===== config.mk =====
export PLATFORM = sky130hd
export DESIGN_NAME = multi_channel_frequency_divider
export DESIGN_NICKNAME = d
export VERILOG_FILES = /design/src/rtl/multi_channel_frequency_divider.sv
export SDC_FILE = /design/constraint.sdc
export NUM_CORES = 1
export LEC_CHECK = 0
export ABC_AREA = 1
export CAP_MARGIN = 40
export CORE_MARGIN = 1
export CORE_UTILIZATION = 45
export DETAILED_ROUTE_END_ITERATION = 7
export MAX_ROUTING_LAYER = met4
export PLACE_DENSITY_LB_ADDON = 0.2
export SETUP_SLACK_MARGIN = 0.15
export SLEW_MARGIN = 10
export SYNTH_ARGS = -nofsm -noshare
export SYNTH_HDL_FRONTEND = slang
export SYNTH_SLANG_ARGS = --single-unit
export TNS_END_PERCENT = 100

===== constraint.sdc =====
create_clock -name clk_i -period 2.2 [get_ports clk_i]
set_clock_uncertainty 0.1 [all_clocks]
set_input_delay 0.55 -clock clk_i [delete_from_list [all_inputs] [get_ports clk_i]]
set_output_delay 0.55 -clock clk_i [all_outputs]
set_load 0.005 [all_outputs]

===== src/rtl/multi_channel_frequency_divider.sv =====
// -----------------------------------------------------------------------------
// multi_channel_frequency_divider
//
// Produces NUM_CH independent 50%-duty square waves from one system clock, plus
// a one-cycle tick on each rising edge of every divided clock. Each channel's
// half-period N is programmable at run time through a shared write port. The
// output period is 2*(N+1) clk_i cycles. A new N written to a running channel
// is held as "pending" and only takes effect at the channel's terminal count,
// so the half-period in progress always finishes with the old value.
//
// Ports
//   clk_i       system clock, rising-edge
//   rst_i       asynchronous reset, active-low
//   en_i        per-channel run enable (bit k -> channel k)
//   cfg_we_i    one-cycle config write strobe
//   cfg_ch_i    channel index for the write (indices >= NUM_CH are ignored)
//   cfg_half_i  new half-period value N
//   clk_o       divided clocks, registered
//   tick_o      one-cycle pulse on each 0->1 edge of clk_o[k], registered
// -----------------------------------------------------------------------------
module multi_channel_frequency_divider #(
  parameter int          NUM_CH       = 4,
  parameter int          CH_W         = 2,
  parameter int          CNT_W        = 26,
  parameter int unsigned DEFAULT_HALF = 24999999
) (
  input  logic              clk_i,
  input  logic              rst_i,
  input  logic [NUM_CH-1:0] en_i,
  input  logic              cfg_we_i,
  input  logic [CH_W-1:0]   cfg_ch_i,
  input  logic [CNT_W-1:0]  cfg_half_i,
  output logic [NUM_CH-1:0] clk_o,
  output logic [NUM_CH-1:0] tick_o
);

  localparam logic [CNT_W-1:0] RST_HALF = CNT_W'(DEFAULT_HALF);

  for (genvar k = 0; k < NUM_CH; k++) begin : g_ch

    logic [CNT_W-1:0] cnt_q, cnt_d;
    logic [CNT_W-1:0] act_q, act_d;
    logic [CNT_W-1:0] pend_q, pend_d;
    logic             pend_vld_q, pend_vld_d;
    logic             clk_q, clk_d;
    logic             tick_q, tick_d;
    logic             wr;
    logic             terminal;

    // A write whose index is >= NUM_CH matches no channel and is dropped.
    assign wr       = cfg_we_i && (cfg_ch_i == CH_W'(k));
    // Equality (not >=) is safe: act only changes at cnt=0 or with cnt cleared,
    // so cnt can never be above act. It also makes N = 2^CNT_W-1 legal.
    assign terminal = (cnt_q == act_q);

    always_comb begin
      cnt_d      = cnt_q;
      act_d      = act_q;
      pend_d     = pend_q;
      pend_vld_d = pend_vld_q;
      clk_d      = clk_q;
      tick_d     = 1'b0;

      if (en_i[k]) begin
        if (terminal) begin
          cnt_d      = '0;
          clk_d      = ~clk_q;
          // Tick only on the toggle that takes the output from 0 to 1.
          tick_d     = ~clk_q;
          pend_vld_d = 1'b0;
          // A write landing on the terminal edge bypasses pending and wins
          // over any older pending value.
          if (wr) begin
            act_d  = cfg_half_i;
            pend_d = cfg_half_i;
          end else if (pend_vld_q) begin
            act_d  = pend_q;
          end
        end else begin
          cnt_d = cnt_q + CNT_W'(1);
          // Later writes overwrite earlier ones: last write wins.
          if (wr) begin
            pend_d     = cfg_half_i;
            pend_vld_d = 1'b1;
          end
        end
      end else if (wr) begin
        // Paused channel: apply immediately and restart the count so a held
        // count can never sit above the new half-period. Output level holds.
        act_d      = cfg_half_i;
        pend_d     = cfg_half_i;
        pend_vld_d = 1'b0;
        cnt_d      = '0;
      end
    end

    always_ff @(posedge clk_i or negedge rst_i) begin
      if (!rst_i) begin
        cnt_q      <= '0;
        act_q      <= RST_HALF;
        pend_q     <= RST_HALF;
        pend_vld_q <= 1'b0;
        clk_q      <= 1'b0;
        tick_q     <= 1'b0;
      end else begin
        cnt_q      <= cnt_d;
        act_q      <= act_d;
        pend_q     <= pend_d;
        pend_vld_q <= pend_vld_d;
        clk_q      <= clk_d;
        tick_q     <= tick_d;
      end
    end

    assign clk_o[k]  = clk_q;
    assign tick_o[k] = tick_q;

  end : g_ch

endmodule


; After elaboration in Yosys (flattened, before gate mapping)
; Index checks and enable logic that the tools add are counted.
[classes]
n_addsub = 4
n_eq_ne = 15
n_mux = 56
n_bitwise = 4
reduce_logical = 25
[op_table]
columns = operator, n
row1 = 26-bit two-way mux, 32
row2 = "26-bit by 1-bit adder with 26-bit output, second input constant", 4
row3 = 26-bit == test, 4
row4 = 1-bit two-way mux, 24
row5 = 2-bit AND reduction, 8
row6 = 2-bit nonzero test, 8
row7 = "3-bit inequality test, second input constant", 4
row8 = 3-bit AND reduction, 4
row9 = "2-bit by 1-bit inequality test with 1-bit output, second input constant", 4
row10 = "2-bit == test, second input constant", 2
row11 = 1-bit logical AND, 4
row12 = 1-bit NOT, 4
row13 = "2-bit by 1-bit == test with 1-bit output, second input constant", 1
row14 = 2-bit logical NOT, 1
[word_totals]
register_bits = 324
inputBits = 35
out_inout_bits = 8
elab_cells = 128

; Logic depth before layout (Yosys ltp)
; Gate-level depths: netlist of the first run.
[logic_depth]
ltp_word = 5
ltp_mapped = 13
ltp_nobuf = 12

; Least setup slack after synthesis of the first run
; No wires, ideal clock.
[synth_path]
path_kind = input-to-reg
from = in en_i[2]
to = reg g_ch[2].act_q[10]
setup_ns = 0.116
arrival_ns = 1.656
required_ns = 1.984
slack_ns = 0.327
path_stages = 9
path_buffers = 2
path_cell_list = clkbuf_1 -> inv_1 -> nand2_1 -> inv_2 -> nor2_4 -> nand2_4 -> buf_4 -> nand2_1 -> nand2_1
[synth_via]
elab_chain_cells = 2
word_cells_on_any_way = 4
classes_between = 1 x eq/ne / 1 x mux / 2 x reduce/logical
[synth_lines]
columns = item, line_no
row1 = "start, declared", 29  ; input logic [NUM_CH-1:0] en_i,
row2 = 2-bit by 1-bit inequality test with 1-bit output (no source line) or 2-bit nonzero test (tied branches), -
row3 = 3-bit AND reduction (no source line), -
row4 = "end signal, assigned", 107  ; act_q <= act_d;
row5 = "end, declared", 42  ; logic [CNT_W-1:0] act_q, act_d;
; Parallel ways exist; a longest one is shown, timed or not.
; A chain may end at the register's enable or synchronous reset.

; Final worst setup path of the first run
[layout_path]
from = reg g_ch[1].tick_q
to = out tick_o[1]
[layout_rtl]
columns = item, line_no
row1 = "start, declared", 46  ; logic tick_q, tick_d;
row2 = "start signal, assigned", 111  ; tick_q <= tick_d;
row3 = "end, declared", 34  ; output logic [NUM_CH-1:0] tick_o
; No word-level cell between the ends.

==> metrics.txt, run 1 <==
Cell Area, Synth=17800 sq um; drt drc=0; die area=40300 sq um; largest net degree at the start of global routing=88; Initial Util=45.8%; RSZ-0062 raised after global routing=true; Max stage delay on crit path=0.50 ns; Yosys top cell area share=26.4%; syn nets=2402; GP Congestion=0.898; Pre-Repair DR Iteration Count=5; Yosys warning count=0; Die X-Extent=201 um; CTS tree=yes; Switching Share=29.9%; main area contributors after synthesis=dfrtp_1, dfstp_2, nand2_1; Final Hold Vio Count=0; first-pass GRT wire length=78300 um; CP Capture Type=primary output; fin cells=3044; gr usage total=24.7%; Max Clk Rate=499 MHz; top_reg_cell synth=dfrtp_1; CTS clk-pin slew, worst paths=0.06 ns; Clock power frac=34.8%; Cell Chain, Critical Path=clkdlybuf4s50_1; max-slew violation count=0; leakage power=10.0 nW; CP bufs+invs=1; via count=15900; Iteration-0 DRC Markers=1119; overall die height=201 um; crit path max fanout=1; WP data arrival=1.35 ns; placed instance count=2953; synthesized instance count=2363; WL final=48100 um; Netlist cell types=35; post-route cell area=21300 sq um; Min-Delay Path Class=in -> reg; Buffers on Ports=42; Detail Placement HPWL=33600 um; P_int=12.6 mW; final setup fails=0; crit start category=flip-flop; final net count=2536; clock buffer depth=3; Num CTS Buffers=39; max_cap viols=0; syn avg cell area=7.53 sq um; WL met1=22100 um; worst skew pair latency=0.53 ns; met2 wire len=22600 um; worst slew pin tran=0.585 ns; routed length per placed instance=15.8 um; Seq pwr share=44.7%; Core Area=38800 sq um; proportion of power drawn by combinational gates=20.5%; register area share after synthesis=46.5%; CTS root buf=clkbuf_16; layout cells sized above 1=17.0%; vias in the first global route=15200; Remaining Overflow, GRT=0; Area Overhead vs Synth=19.9%; final setup TNS=0 ns; reg-to-reg slack, setup=0.26 ns; Fillers=3608; Slowest cell on crit path=clkdlybuf4s50_1; commonest non-fill, non-tap cell in the layout=nand2_1; FF+latch count, synth=324; post-route minimum period=2.00 ns; Post-synth EDFFs=0; Synth area leader=dfrtp_1; Reg area=8280 sq um; H-tree depth=2; Ports=43; worst endpoint required time=1.55 ns; run status=finished clean; headroom to the max-slew limit=61.0%; Final Cycle Share=91.1%; vias per cell=5.21; Crit Path Category=reg -> out; Cell Pwr Density=844 nW/um^2; Ant. Diodes=0; routed length on met3=2380 um; # rows=72; Clock Sinks=324; ys async rst share=100%; P_sw=5.38 mW; Multi-input gate area=8200 sq um; Largest delay share family, worst path=buffers and inverters; Post-DP Area=19700 sq um; VDD IR-drop max=0.625 mV; most frequent cells in the layout=nand2_1, inv_1, dfrtp_1; initial antenna violation count=0; Post-DRT Antenna Nets=0; top sig layer=met4
cells by family (layout without fill, tap and decap cells):
group | after synthesis | after routing | synth area share, %
fa+ha+maj | 4 | 4 | 0.281
compound gates | 354 | 354 | 11.3
simple gates | 1222 | 1226 | 28.5
xor+xnor | 99 | 99 | 4.87
flops | 324 | 324 | 46.5
buf+inv | 360 | 519 | 8.51
metrics by stage:
stage	util, %	power (mW)	hold slack [ns]	setup slack (ns)
6_report	54.9	18.0	0.313	0.196
5_1_grt	54.9	19.1	0.321	0.0902
4_1_cts	53.9	18.1	0.263	0.152
3_5_place_dp	50.7	11.7	0.331	-0.237
3_3_place_gp	50.7	11.6	0.328	-0.197
2_1_floorplan	-	10.3	0.154	0.327
repair_timing:
| item | 4_1_cts | 5_1_grt |
|---|---|---|
| hold endpoints to repair | 17 | 0 |
| setup endpoints to repair | 38 | 208 |
| gates cloned | 0 | 8 |
| pin swaps | 0 | 14 |
| buffers inserted | 1 | 11 |
| resized for setup | 8 | 36 |
| hold buffers | 1 | 0 |
worst register-to-register path, cell delays in order (launching register included):
cell and delay [ns]:
dfstp_2 0.55, inv_1 0.04, nand2_1 0.05, nand2_1 0.06, nor2_1 0.14, nand3_1 0.13, nor2_2 0.16, nand3_4 0.13
nand2_8 0.18, buf_12 0.17, nand3_1 0.10, nand2_1 0.08
final timing paths:
| path | to | start | depth (start not counted) |
|---|---|---|---|
| worst max-delay path | tick_o[1] | g_ch[1].tick_q$_DFF_PN0_ | 1 |
| worst min-delay path | g_ch[1].cnt_q[1]$_DFFE_PN0P_ | en_i[1] | 3 |
| worst max register to register | g_ch[3].act_q[3]$_DFFE_PN1P_ | g_ch[3].act_q[19]$_DFFE_PN1P_ | 11 |
| worst min register to register | g_ch[3].act_q[4]$_DFFE_PN1P_ | g_ch[3].act_q[4]$_DFFE_PN1P_ | 2 |
| max in group asynchronous | g_ch[1].act_q[2]$_DFFE_PN1P_ | rst_i | 3 |
| min in group asynchronous | g_ch[3].cnt_q[21]$_DFFE_PN0P_ | rst_i | 2 |
sequential cells by signal, summed over array words and instances (netlist names):
| register | cells |
|---|---|
| g_ch.pend_vld_q | 4 |
| g_ch.cnt_q | 104 |
| g_ch.pend_q | 104 |
| g_ch.act_q | 104 |
| g_ch.clk_q | 4 |
| g_ch.tick_q | 4 |
synthesized netlist by cell type (22+ instances only):
| master | n |
|---|---|
| dfstp_2 | 136 |
| xor2_1 | 94 |
| nand3_1 | 167 |
| o211ai_1 | 26 |
| nor2_1 | 152 |
| dfrtp_1 | 188 |
| buf_4 | 24 |
| o21ai_1 | 83 |
| inv_2 | 22 |
| inv_1 | 228 |
| o22ai_1 | 78 |
| o21a_1 | 26 |
| nand2_1 | 810 |
| o21ai_0 | 137 |
| clkbuf_1 | 43 |
| nor3_1 | 22 |
power groups by stage:
| stage | Clock [mW] | Sequential [mW] | Combinational, mW |
|---|---|---|---|
| 6_report | 6.27 | 8.05 | 3.69 |
| 5_1_grt | 6.65 | 8.17 | 4.25 |
| 4_1_cts | 6.42 | 8.05 | 3.60 |
| 3_5_place_dp | 0 | 8.13 | 3.58 |
| 3_3_place_gp | 0 | 8.11 | 3.48 |
| 2_1_floorplan | 0 | 7.84 | 2.45 |
final cells by class:
type,count,share of cell area [%]
Sequential cell,324,38.8
Clock buffer,60,5.27
Tap cell,518,3.04
Clock inverter,10,0.505
Multi-Input combinational cell,1683,38.5
Inverter,250,4.40
Timing Repair Buffer,199,9.48
routing by layer:
| metal | vias to the layer above | global-route usage [%] |
|---|---|---|
| li1 | 7822 | - |
| met1 | 7600 | 33.6 |
| met2 | 367 | 39.4 |
| met3 | 82 | 2.81 |
| met4 | 0 | 6.41 |
| met5 | - | - |
Power figures use the tool's default switching activity.
==> inputs of run 2 (changes only) <==
==> constraint.sdc (replaced) <==
create_clock -name clk_i -period 2.16 [get_ports clk_i]
set_clock_uncertainty 0.1 [all_clocks]
set_input_delay 0.54 -clock clk_i [delete_from_list [all_inputs] [get_ports clk_i]]
set_output_delay 0.54 -clock clk_i [all_outputs]
set_load 0.005 [all_outputs]
==> run 2 against run 1 <==
Compared with the run above: largest power group unchanged; sequential share of layout area shrank 0.85 points; register-to-register slack lost 0.04 ns; largest cell class is now multi-input gates; global-route usage grew 0.54 points; combinational power grew 6.5%; routed wire length grew 4.2%; hold slack lost 0.027 ns; final cell count grew 0.92%; highest routed layer unchanged.
==> metrics.txt, run 2 (synthesized netlist as in run 1, its figures left out) <==
run status=finished clean; final setup margin=0.218 ns (+0.0221 ns); die area=40300 sq um (unchanged); Final Cycle Share=89.9%; fin cells=3072 (+0.92%); RSZ-0062 raised after global routing=true; layout cells sized above 1=18.7% (+1.7 points); Core Area=38800 sq um (unchanged); routed length per placed instance=16.3 um (+3.2%); worst slew pin tran=0.592 ns (+0.00740 ns); VDD IR-drop max=0.660 mV (+5.5%); worst endpoint required time=2.55 ns (+1.00 ns); Util after Layout=56.2% (+1.2 points); final setup TNS=0 ns (unchanged); post-route minimum period=1.94 ns; Post-DP Area=19800 sq um (+0.71%); Buffers on Ports=42 (unchanged); max_cap viols=0 (unchanged); CTS root buf=clkbuf_16; WP data arrival=2.33 ns (+0.98 ns); largest net degree at the start of global routing=56 (-36%); overall die height=201 um (unchanged); max-slew violation count=0 (unchanged); Ports=43 (unchanged); post-route cell area=21800 sq um (+2.3%); Num CTS Buffers=38 (-2.6%); Initial Util=45.8% (unchanged); Clock Sinks=324 (unchanged); Min-Delay Path Class=in -> reg; Pre-Repair DR Iteration Count=5 (unchanged); Ant. Diodes=0 (unchanged); leakage power=10.2 nW (+2.3%); Fillers=3558 (-1.4%); final net count=2563 (+1.1%); CTS tree=yes; H-tree depth=2 (unchanged); # rows=72 (unchanged); GP Congestion=0.912 (+1.6%); Cell Pwr Density=884 nW/um^2 (+4.7%); Die X-Extent=201 um (unchanged); drt drc=0 (unchanged); Post-DRT Antenna Nets=0 (unchanged); placed instance count=2975 (+0.75%); CP Capture Type=flip-flop; WL final=50100 um (+4.2%); gr usage total=25.3% (+0.54 points); final setup fails=0 (unchanged); vias per cell=5.24 (+0.41%); crit path max fanout=7 (+6); vias in the first global route=15600 (+2.7%); Area Overhead vs Synth=22.6%; Iteration-0 DRC Markers=1173 (+4.8%); Pwr Total=19.3 mW (+7.1%); clock buffer depth=3 (unchanged); Post-Place Setup Slack=-0.309 ns (-0.0722 ns); Crit Path Category=reg -> reg; Slowest cell on crit path=dfstp_2; commonest non-fill, non-tap cell in the layout=nand2_1; Detail Placement HPWL=34300 um (+2.0%); first-pass GRT wire length=79700 um (+1.8%); Cell Chain, Critical Path=inv_1, nand2_1, nand2_1, nor2_1, nand2_1, nor2_4, nand3_4, nand2_8, clkbuf_16, nand3_1, nand2_1; Max Clk Rate=515 MHz; headroom to the max-slew limit=60.5% (-0.49 points); WHS=0.285 ns (-0.0270 ns); most frequent cells in the layout=nand2_1, inv_1, dfrtp_1; worst skew pair latency=0.55 ns (+0.02 ns); Final Hold Vio Count=0 (unchanged); Remaining Overflow, GRT=0 (unchanged); initial antenna violation count=0 (unchanged); via count=16100 (+1.3%); cell mode on critical path=nand2_1; Largest regs=g_ch.act_q (104), g_ch.cnt_q (104), g_ch.pend_q (104); crit start category=flip-flop; Max stage delay on crit path=0.56 ns (+0.06 ns); CTS clk-pin slew, worst paths=0.06 ns (about the same)
-- run 2: cell types whose count changed in the layout (fill, tap and decap cells not counted), moves of 3 or more --
cell / delta
clkbuf_16: +6
nor2_1: -5
nand2_4: +3
clkbuf_1: -7
buf_12: -3
bufinv_16: +5
buf_4: +22
nand3_1: -3
nor2_2: +3
nand3_2: +4
dlygate4sd2_1: +4
nand2_1: -3
clkdlybuf4s50_1: -3
-- run 2: layout make-up --
class                   instances  area (sq um)  share of cell area [%]
multi-input cells            1686          8300                    38.0
inverters                     250           941                    4.31
clock buffers                  54          1130                    5.20
flip-flops and latches        324          8290                    38.0
repair buffers                224          2240                    10.3
well taps                     518           648                    2.97
clock inverters                16           264                    1.21
-- run 2: worst paths after layout --
check	cells past startpoint	start	to	slack, ns
worst min-delay path	3	en_i[0]	g_ch[0].cnt_q[1]$_DFFE_PN0P_	0.29
worst min register to register	2	g_ch[0].act_q[24]$_DFFE_PN1P_	g_ch[0].act_q[24]$_DFFE_PN1P_	0.37
min in group asynchronous	2	rst_i	g_ch[3].cnt_q[22]$_DFFE_PN0P_	0.43
max in group asynchronous	3	rst_i	g_ch[0].pend_q[22]$_DFFE_PN1P_	0.82
worst max-delay path	11	g_ch[1].act_q[14]$_DFFE_PN1P_	g_ch[1].act_q[19]$_DFFE_PN1P_	0.22
worst max register to register	11	g_ch[1].act_q[14]$_DFFE_PN1P_	g_ch[1].act_q[19]$_DFFE_PN1P_	0.22
-- run 2: report_power, final --
part / leakage (nW) / internal (mW) / switching [mW] / total (mW)
clock: 0.683 / 4.50 / 2.63 / 7.14
sequential: 3.90 / 7.41 / 0.798 / 8.21
combinational: 5.64 / 1.70 / 2.23 / 3.93
-- run 2: timing repair --
| item | in CTS | in global routing |
|---|---|---|
| cloned | 0 | 16 |
| endpoints found under the hold margin | 29 | 0 |
| endpoints found under the setup margin | 47 | 180 |
| gates resized for setup | 11 | 53 |
| pin swaps | 0 | 15 |
| hold buffers | 1 | 0 |
| buffers inserted | 3 | 7 |
-- run 2: per-layer routing --
| metal | up-vias | part of all wire [%] | GRT usage, % |
|---|---|---|---|
| met5 | - | 0 | - |
| met2 | 373 | 47 | 40.3 |
| li1 | 7893 | - | - |
| met4 | 0 | 2.1 | 6.82 |
| met3 | 70 | 4.8 | 3.93 |
| met1 | 7746 | 46 | 33.5 |
-- run 2: worst max-delay path, delay by kind of cell, from the launching register on --
kind                   cells  cell delay [ns]
flip-flops                 1             0.56
AND/OR/NAND/NOR            9             1.01
buffers and inverters      2             0.20
==> inputs of run 3 (changes only) <==
--- a/config.mk
+++ b/config.mk
@@ -6,10 +6,10 @@
 export NUM_CORES = 1
 export LEC_CHECK = 0
 export ABC_AREA = 1
-export CAP_MARGIN = 40
 export CORE_MARGIN = 1
 export CORE_UTILIZATION = 45
 export DETAILED_ROUTE_END_ITERATION = 7
+export GPL_TIMING_DRIVEN = 0
 export MAX_ROUTING_LAYER = met4
 export PLACE_DENSITY_LB_ADDON = 0.2
 export SETUP_SLACK_MARGIN = 0.15
==> constraint.sdc (replaced) <==
create_clock -name clk_i -period 2.1 [get_ports clk_i]
set_clock_uncertainty 0.1 [all_clocks]
set_input_delay 0.525 -clock clk_i [delete_from_list [all_inputs] [get_ports clk_i]]
set_output_delay 0.525 -clock clk_i [all_outputs]
set_load 0.005 [all_outputs]
==> run 3 against run 2 <==
Compared with the run above: the run now ends with hold timing left; combinational power is 3% higher; register-to-register slack got worse by 0.08 ns; die area unchanged; clock power shrank 4.5%; global-route usage fell by 0.078 points; sequential power up 3.0%; hold slack worse by 0.41 ns; routed wire length down 0.48%; worst setup slack lost 0.078 ns; final area is 1.1% lower; critical path type unchanged; largest cell class unchanged.
==> metrics.txt, run 3 (synthesized netlist as in run 1, its figures left out) <==
final net count=2531 (-1.2%); WP data arrival=2.29 ns (-0.04 ns); max-slew violation count=0 (unchanged); Remaining Overflow, GRT=0 (unchanged); leakage power=9.84 nW (-3.8%); Final Cycle Share=93.3% (+3.4 points); Seq pwr share=43.8% (+1.2 points); WL final=49900 um (-0.48%); initial antenna violation count=6 (+6); layout cells sized above 1=21.5% (+2.8 points); worst skew pair latency=0.56 ns (about the same); final setup margin=0.140 ns (-0.0778 ns); worst endpoint required time=2.43 ns (-0.12 ns); GRT met1 Usage=33.9% (+0.40 points); run status=finished, violations left; overall die height=201 um (unchanged); first-pass GRT wire length=78900 um (-0.99%); crit start category=flip-flop; worst slew pin tran=0.724 ns (+0.131 ns); placed instance count=2923 (-1.7%); Crit Path Category=reg -> reg; max_cap viols=0 (unchanged); RSZ-0062 raised after global routing=true; Min-Delay Path Class=in -> async; clock buffer depth=3 (unchanged); Buffers on Ports=39 (-7.1%); headroom to the max-slew limit=51.8% (-8.7 points); CTS tree=yes; Iteration-0 DRC Markers=1072 (-8.6%); Top Usage Layer GRT=met2; Die X-Extent=201 um (unchanged); Pre-Repair DR Iteration Count=5 (unchanged); Reg area=8290 sq um (about the same); drt drc=0 (unchanged); vias in the first global route=15100 (-3.2%); GP Congestion=0.891 (-2.3%); met3 Resource Use GR=4.38% (+0.45 points); Post-DRT Antenna Nets=0 (unchanged); Ports=43 (unchanged); Initial Util=45.8% (unchanged); gr usage total=25.2% (-0.078 points); die area=40300 sq um (unchanged); CTS clk-pin slew, worst paths=0.06 ns (about the same); P_sw=5.99 mW (+5.9%); Multi-input gate area=8690 sq um (+4.8%); Core Area=38800 sq um (unchanged); Num CTS Buffers=38 (unchanged); Detail Placement HPWL=34500 um (+0.58%); Clock power frac=35.3% (-1.7 points); P_int=13.3 mW (-2.2%); via count=15900 (-1.2%); WHS=-0.124 ns (-0.409 ns); post-route minimum period=1.96 ns (+0.0178 ns); Final Hold Vio Count=53 (+53); crit path max fanout=6 (-1); commonest non-fill, non-tap cell in the layout=nand2_1; final setup fails=0 (unchanged); proportion of power drawn by combinational gates=20.9% (+0.5 points); Switching Share=31.0% (+1.7 points); vias per cell=5.22 (-0.36%); Area Overhead vs Synth=21.3%; most frequent cells in the layout=nand2_1, inv_1, dfrtp_1; failing checks=hold timing; Clock Sinks=324 (unchanged); # rows=72 (unchanged); Largest regs=g_ch.act_q (104), g_ch.cnt_q (104), g_ch.pend_q (104); CP Capture Type=flip-flop; final setup TNS=0 ns (unchanged); fin cells=3046 (-0.85%); largest net degree at the start of global routing=102 (+82%); Util after Layout=55.6% (-0.60 points); H-tree depth=2 (unchanged); routed length per placed instance=16.4 um (+0.37%); Fillers=3592 (+0.96%); grt met2 use=38.7% (-1.5 points); CTS root buf=clkbuf_16; Cell Pwr Density=895 nW/um^2 (+1.2%); Max Clk Rate=510 MHz (-0.91%); Post-Place Setup Slack=-0.857 ns (-0.548 ns); VDD IR-drop max=0.783 mV (+19%)
==> run 3: cell count changes in the layout (fill, tap and decap cells not counted), moves of 20 or more <==
cell	delta
buf_4	-104
buf_6	+23
buf_12	-26
clkbuf_1	+32
nand2_2	+74
nand2_1	-83
o22ai_1	-20
==> run 3: path summary, 6_finish.rpt <==
| check | slack (ns) | cells after the start | startpoint | end |
|---|---|---|---|---|
| worst max-delay path | 0.14 | 12 | g_ch[0].act_q[22]$_DFFE_PN1P_ | g_ch[0].act_q[7]$_DFFE_PN0P_ |
| worst min-delay path | -0.12 | 1 | rst_i | g_ch[3].cnt_q[9]$_DFFE_PN0P_ |
| worst max register to register | 0.14 | 12 | g_ch[0].act_q[22]$_DFFE_PN1P_ | g_ch[0].act_q[7]$_DFFE_PN0P_ |
| worst min register to register | 0.36 | 2 | g_ch[3].act_q[1]$_DFFE_PN1P_ | g_ch[3].act_q[1]$_DFFE_PN1P_ |
| max in group asynchronous | 0.48 | 2 | rst_i | g_ch[3].cnt_q[8]$_DFFE_PN0P_ |
| min in group clk_i | 0.33 | 3 | en_i[1] | g_ch[1].cnt_q[1]$_DFFE_PN0P_ |
==> run 3: final cells by class <==
cell class                 count  area share, %
multi-input combinational   1680           40.3
sequential                   324           38.4
timing repair buffer          88           4.60
buffer                       110           3.39
clock buffer                  49           4.83
inverter                     250           4.36
clock inverter                21           1.08
antenna                        6         0.0696
tap                          518           3.00
==> run 3: metal layers <==
metal  up-vias  share of wire [%]
met2       370                 46
met4         0                2.5
met3        97                5.6
met5         -                  0
met1      7588                 46
li1       7834                  -
==> run 3: power by group through the flow <==
stage               Sequential [mW]  Combinational (mW)  Clock [mW]
floorplan                      8.21                2.56           0
global placement               8.46                3.35           0
detailed placement             8.48                3.46           0
CTS                            8.38                3.56        6.95
global route                   8.59                4.57        7.20
finish                         8.46                4.03        6.82
==> run 3: timing repair <==
item | CTS | global route
pin swaps | 9 | 36
endpoints found under the hold margin | 68 | 15
setup buffers | 14 | 19
gates cloned | 1 | 12
gates resized for setup | 59 | 239
endpoints found under the setup margin | 227 | 201
==> run 3: through the flow <==
stage	total power [mW]	cell area, sq um
after floorplan	10.8	17800
after global placement	11.8	18800
after detailed placement	11.9	18900
after CTS	18.9	20400
after global routing	20.4	21600
final	19.3	21600
==> run 3: worst max-delay path, cell delays in order (launching register included) <==
cell and delay, ns:
dfstp_2 0.55, inv_2 0.03, nand2_1 0.04, nand2_1 0.06, nor2_2 0.11, nand3_1 0.11
nor2_2 0.13, nand3_2 0.14, nand2_4 0.17, nand2_8 0.10, buf_6 0.17, nand2_1 0.07
nand2_1 0.06
